File: config.mk
export PLATFORM = sky130hd
export DESIGN_NAME = imem_loader_arb
export DESIGN_NICKNAME = d
export VERILOG_FILES = /design/src/rtl/imem_loader_arb.sv
export SDC_FILE = /design/constraint.sdc
export NUM_CORES = 1
export LEC_CHECK = 0
export CORE_MARGIN = 2
export CORE_UTILIZATION = 23
export DETAILED_ROUTE_END_ITERATION = 16
export PLACE_DENSITY = 0.53
export REMOVE_ABC_BUFFERS = 1
export SYNTH_ARGS = -nofsm -noshare
export SYNTH_HDL_FRONTEND = slang
export SYNTH_SLANG_ARGS = --single-unit
File: constraint.sdc
create_clock -name clk -period 2.55 [get_ports clk]
set_input_delay 0.3825 -clock clk [delete_from_list [all_inputs] [get_ports clk]]
set_output_delay 0.3825 -clock clk [all_outputs]
set_load 0.02 [all_outputs]
File: src/rtl/imem_loader_arb.sv
// Instruction-memory loader: assembles bytes into words, writes them to IMEM and stalls the core meanwhile.
// Define IMEM_LOADER_CHECKSUM_EN to build the running word-sum on the checksum port.
module imem_loader_arb #(
  parameter int INS_ADDRESS = 9,
  parameter int INS_W       = 32
) (
  input  logic                   clk,
  input  logic                   reset,
  input  logic                   start,
  input  logic [INS_ADDRESS-2:0] load_len,
  input  logic                   byte_valid,
  input  logic [7:0]             byte_data,
  output logic                   byte_ready,
  input  logic [INS_ADDRESS-1:0] core_pc,
  output logic [INS_W-1:0]       core_inst,
  output logic                   core_hold,
  output logic [INS_ADDRESS-1:0] mem_ra,
  input  logic [INS_W-1:0]       mem_rd,
  output logic                   mem_we,
  output logic [INS_ADDRESS-1:0] mem_wa,
  output logic [INS_W-1:0]       mem_wd,
  output logic                   busy,
  output logic                   done,
  output logic [31:0]            checksum
);

  localparam int IDX_W = INS_ADDRESS - 2;
  localparam int LEN_W = INS_ADDRESS - 1;
  localparam logic [LEN_W-1:0] MAX_WORDS = LEN_W'(2 ** IDX_W);

  typedef enum logic [1:0] {
    IDLE  = 2'd0,
    LOAD  = 2'd1,
    WRITE = 2'd2,
    DONE  = 2'd3
  } state_t;

  state_t             r_state;
  state_t             w_next;
  logic [LEN_W-1:0]   r_len;
  logic [1:0]         r_byte_cnt;
  logic [IDX_W-1:0]   r_word_idx;
  logic [23:0]        r_asm;
  logic [INS_ADDRESS-1:0] r_wa;
  logic [INS_W-1:0]   r_wd;

  logic               w_start_ok;
  logic               w_accept;
  logic               w_last_word;
  logic [LEN_W-1:0]   w_len_clamped;

  assign w_start_ok    = start && (r_state == IDLE || r_state == DONE);
  assign w_accept      = byte_valid && byte_ready;
  assign w_last_word   = (LEN_W'(r_word_idx) + LEN_W'(1)) == r_len;
  assign w_len_clamped = (load_len > MAX_WORDS) ? MAX_WORDS : load_len;

  always_ff @(posedge clk or posedge reset) begin
    if (reset) r_state <= IDLE;
    else       r_state <= w_next;
  end

  always_comb begin
    w_next = r_state;
    case (r_state)
      IDLE, DONE: if (start) w_next = (load_len == '0) ? DONE : LOAD;
      LOAD:       if (byte_valid && r_byte_cnt == 2'd3) w_next = WRITE;
      WRITE:      w_next = w_last_word ? DONE : LOAD;
      default:    w_next = IDLE;
    endcase
  end

  always_comb begin
    byte_ready = (r_state == LOAD);
    mem_we     = (r_state == WRITE);
    busy       = (r_state == LOAD) || (r_state == WRITE);
    done       = (r_state == DONE);
  end

  // Bytes shift in from the top so the first byte ends up in bits 7:0 of the word.
  always_ff @(posedge clk or posedge reset) begin
    if (reset) begin
      r_len      <= '0;
      r_byte_cnt <= '0;
      r_word_idx <= '0;
      r_asm      <= '0;
      r_wa       <= '0;
      r_wd       <= '0;
    end else begin
      if (w_start_ok) begin
        r_len      <= w_len_clamped;
        r_byte_cnt <= '0;
        r_word_idx <= '0;
        r_asm      <= '0;
      end
      if (w_accept) begin
        r_byte_cnt <= r_byte_cnt + 2'd1;
        r_asm      <= {byte_data, r_asm[23:8]};
        if (r_byte_cnt == 2'd3) begin
          r_wa <= {r_word_idx, 2'b00};
          r_wd <= INS_W'({byte_data, r_asm});
        end
      end
      if (r_state == WRITE) r_word_idx <= r_word_idx + IDX_W'(1);
    end
  end

  assign mem_wa    = r_wa;
  assign mem_wd    = r_wd;
  assign mem_ra    = core_pc;
  assign core_hold = busy;
  assign core_inst = core_hold ? INS_W'(32'h0000_0013) : mem_rd;

`ifdef IMEM_LOADER_CHECKSUM_EN
  logic [31:0] r_sum;

  always_ff @(posedge clk or posedge reset) begin
    if (reset)              r_sum <= '0;
    else if (w_start_ok)    r_sum <= '0;
    else if (r_state == WRITE) r_sum <= r_sum + 32'(r_wd);
  end

  assign checksum = r_sum;
`else
  assign checksum = '0;
`endif

endmodule

# After elaboration in Yosys (flattened, before gate mapping)
# Index checks and enable logic that the tools add are counted.
[word_totals]
inputBits = 61
word_cells = 43
register_bits = 82
[op_classes]
n_reduce_logical = 12
n_addsub = 3
n_lt_le_gt_ge = 1
n_mux = 13
n_eq_ne = 7
[op_table]
columns = ["op", "n"]
rows = [
  ["$mux 24", 2],
  ["$mux 32", 1],
  ["$mux 7", 2],
  ["$mux 2", 6],
  ["$add 7x1->8 const B", 1],
  ["$eq 8x8->1", 1],
  ["$gt 8x8->1 const B", 1],
  ["$logic_not 8->1", 1],
  ["$mux 8", 1],
  ["$add 7x1->7 const B", 1],
  ["$eq 2x2->1 const B", 3],
  ["$pmux 2 s3", 1],
  ["$reduce_and 2->1", 2],
  ["$reduce_bool 2->1", 2],
  ["$logic_and 1x1->1", 3],
  ["$add 2x1->2 const B", 1],
  ["$eq 2x1->1 const B", 1],
  ["$logic_not 2->1", 1],
  ["$logic_or 1x1->1", 2],
  ["$ne 2x1->1 const B", 1],
  ["$ne 2x2->1 const B", 1],
  ["$reduce_or 2->1", 1],
]

# Depth between registers and ports, before layout
[depth]
depth_word = 5
depth_mapped = 8
depth_no_buf = 6

# Worst setup path before layout
# Ideal clock, no wire load.
[synth_timing]
kind = "register to output"
from = "register r_state[0]"
to = "output core_inst[10]"
t_arrival_ns = 1.447
setup_slack_ns = 0.721
path_buffers = 2
stages_incl_launch_ff = 6
path_cell_list = "dfrtp_1 > inv_1 > ha_1 > clkbuf_1 > clkbuf_1 > and2_1"
[synth_via]
elab_chain_cells = 3
word_cells_on_any_way = 4
classes_between = "eq/ne (2); mux (1); reduce/logical (1)"
[synth_lines]
columns = ["element", "line", "text"]
rows = [
  ["start: declaration", "38", "state_t r_state;"],
  ["start signal: assignment", "59", "else r_state <= w_next;"],
  ["$eq 2x1->1 or $eq 2x2->1 (tied branches)", "75", "busy = (r_state == LOAD) || (r_state == WRITE);"],
  ["$logic_or 1x1->1 *", "75", ""],
  ["$mux 32 *", "111", "assign core_inst = core_hold ? INS_W'(32'h0000_0013) : mem_rd;"],
  ["end: declaration", "15", "output logic [INS_W-1:0] core_inst,"],
]
# Mark *: on every way between the ends. The rest lies on a longest branch, timed or not.

# Worst setup path after layout
[layout_timing]
from = "register r_state[0]"
to = "output core_inst[4]"
# The elaborated chain is that of the path after synthesis.

==> results.md <==
* Status: complete, no violations
* Core Area at about 17,000 um2
* Full die area at 18,400 um2
* Fin crit share at 0.955
* Synthesis-stage register bit count at 82
* CP required at 2.17 ns
* CP endpoint kind: output port
* VDD IR-drop max at 0.667 mV
* DRC at 0
* Max clock buf depth at 2
* Die span in x at 136 um
* Synth warn at 0
* Largest net degree at the start of global routing at 48
* CP bufs+invs at 3
* Nature of the critical path startpoint: register
* First-pass GRT wire length at 14.6 mm
* Worst r2r path cells at 5
* CTS tree: yes
* Slew HR at 0.654
* All-Layer GR Usage at 0.101
* Max-cap violations at 0
* Post-route antenna net violation count at 0
* Post-synthesis async set-or-reset flop share at 1.00
* Top cells by area in the synthesized netlist: dfrtp_1 51%, mux2_2 12%, buf_4 8.3%, a22o_1 5.5%, and2_1 4.7%
* CTS buffer count at 9
* FF-to-FF Start: r_word_idx[3]
* Average wire per cell in the routed design at ~13 um
* CP Max Fanout at 33
* Final net count at about 530
* Site Rows at 48
* CP top delay family: buffers and inverters
* Worst Hold Margin at 0.326 ns
* Crit-path cells: inv_1, ha_2, buf_12, nand2b_1, clkdlybuf4s50_1
* RR Endpoint: r_state[1]
* Hold Crit Class: input pin to asynchronous set/reset pin
* Number of global-route vias before repair at 2,938
* Largest area contributor in the netlist: dfrtp_1
* Yosys cell types at 40
* Via/cell ratio at about 4.2
* Final count of negative-setup-slack endpoints at 0
* Clock Latency Late Sink at 0.34 ns
* WP data arrival at between 2 and 2.5 ns
* RePlAce Congestion at 0.688
* R2R setup slack at 0.75 ns
* Layout cell share with drive strength beyond 1 at 0.150
* FILL cells at 1,710
* Area Overhead vs Synth at 42.3%
* Synth Instances at 346
* Worst slew pin tran at between 0.5 and 0.6 ns
* Power Dens Cells at between 1000 and 1500 nW/um2
* Max Fclk at 411 MHz
* Mapped Area at 3990 um2
* Post-synth EDFFs at 0
* Cts hold-fix bufs at 0
* Non-filler instance count after layout at approximately 700
* Starting DRC count in detailed routing at ~110
* DP HPWL at around 6.6 mm
* Static Leak at 2.76 nW
* Root Buffer: clkbuf_16
* Most used cells in the layout excluding fill and tap cells: 96 x clkdlybuf4s50_1, 82 x dfrtp_1, 41 x mux2_2, 34 x conb_1, 30 x and2_1
* CTS clk-pin slew, worst paths at 0.06 ns
* Overflow after GRT at 0
* Skew final at approximately 0.0070 ns
* Slew Viols, Final at 0
* Final worst path period need at around 2.4 ns
* Crit path kind: register to output port
* Hold Vio Cnt, Final at 0
* IO buf count at roughly 130
* RSZ-0062 raised after global routing: false
* H-tree depth at 3
* Initial core utilization at 0.233
* First-pass DRT Iterations at 4
* Commonest non-fill, non-tap cell in the layout: clkdlybuf4s50_1
* Placed cell count at around 680
* Routed wire length at 9.29 mm
* Initial antenna violation count at 0
* Via count at 2,930
* Seq/Total Area, Yosys at 0.515
* Number of diodes at 0
* Top FF cell, synth: dfrtp_1
* CTS sink count at 82
* Worst path slowest cell: clkdlybuf4s50_1
* Syn Area/Cell at 11.5 um2
* Slowest stage delay, CP at 0.60 ns
* Boundary Pins at 180
* Yosys top cell area share at 0.515
* Height of the die at 136 um
## how the worst max path moves through the flow
stage | depth (start not counted) | end | slack [ns] | startpoint
2_1_floorplan | 5 | mem_wa[2] | -0.36 | r_state[1]
3_3_place_gp | 5 | core_inst[29] | 0.36 | r_state[0]
3_5_place_dp | 5 | core_inst[29] | 0.31 | r_state[0]
4_1_cts | 5 | core_inst[21] | 0.0009 | r_state[0]
5_1_grt | 5 | core_inst[1] | 0.02 | r_state[0]
6_report | 5 | core_inst[4] | 0.11 | r_state[0]
## flip-flops by register name (all words and copies together) (netlist names)
| register | cells |
|---|---|
| mem_wa | 7 |
| mem_wd | 32 |
| r_asm | 24 |
| r_byte_cnt | 2 |
| r_len | 8 |
| r_state | 2 |
| r_word_idx | 7 |
## routing by layer
layer	global-route usage	share of wire
met5	0	0
met4	0.0434	0.018
met3	0.0288	0.062
met2	0.167	0.49
met1	0.124	0.43
## metrics by stage
stage / instance area [um2] / power [mW] / setup WS (ns) / setup TNS, ns / utilization
floorplan: 3700 / 3.99 / -0.357 / -13.78 / -
global placement: 5350 / 5.58 / 0.362 / 0 / 0.312
detailed placement: 5350 / 5.64 / 0.309 / 0 / 0.312
CTS: 5640 / 6.92 / 0.000925 / 0 / 0.330
global route: 5680 / 7.22 / 0.0228 / 0 / 0.332
finish: 5680 / 6.78 / 0.115 / 0 / 0.332
## cell families (layout without fill, tap and decap cells)
family / count (synthesis) / in the layout / synth area share
simple gates: 83 / 83 / 0.115
flops: 82 / 82 / 0.515
buf+inv: 68 / 155 / 0.108
compound gates: 57 / 57 / 0.101
mux: 42 / 42 / 0.118
xor+xnor: 7 / 7 / 0.0229
fa+ha+maj: 6 / 6 / 0.0188
other cells: 1 / 34 / 0.000940
## worst register-to-register path, cell delays in order (launching register included)
cell       delay [ns]
dfrtp_1          0.49
nand4_1          0.20
or3_1            0.37
a31o_2           0.25
o2111ai_1        0.27
a21oi_1          0.11
## cells in the mapped netlist, types with 2 or more instances
| master | number |
|---|---|
| dfrtp_1 | 82 |
| buf_1 | 2 |
| mux2_2 | 41 |
| nor2_1 | 2 |
| a22o_1 | 25 |
| buf_4 | 44 |
| inv_1 | 4 |
| nand2_1 | 23 |
| xor3_1 | 2 |
| and2_1 | 30 |
| buf_2 | 6 |
| clkbuf_1 | 10 |
| nand2b_1 | 13 |
| ha_1 | 6 |
| a21oi_1 | 5 |
| xor2_1 | 2 |
| nor2b_1 | 2 |
| o21ai_0 | 19 |
| nor4_1 | 2 |
| xnor2_1 | 3 |
| and4_1 | 2 |
| nand3_1 | 3 |
## power breakdown
group          total (mW)  internal, mW  leakage (nW)  switching (mW)
Clock                1.34         0.815         0.148           0.525
Combinational        3.27          1.59          1.52            1.68
Sequential           2.17          1.82          1.10           0.355
## final cells by class
class / count / area [um2] / share of cell area
clock inverters: 5 / 62.6 / 0.0110
flip-flops and latches: 82 / 2050 / 0.362
inverters: 5 / 20.0 / 0.00353
multi-input cells: 229 / 1640 / 0.288
clock buffers: 11 / 253 / 0.0445
repair buffers: 134 / 1370 / 0.242
well taps: 225 / 282 / 0.0496
## what timing repair did
item | in CTS | in global routing
resized for setup | 19 | 13
setup endpoints to repair | 31 | 13
buffers inserted | 0 | 0
(Power assumes the default switching activity.)
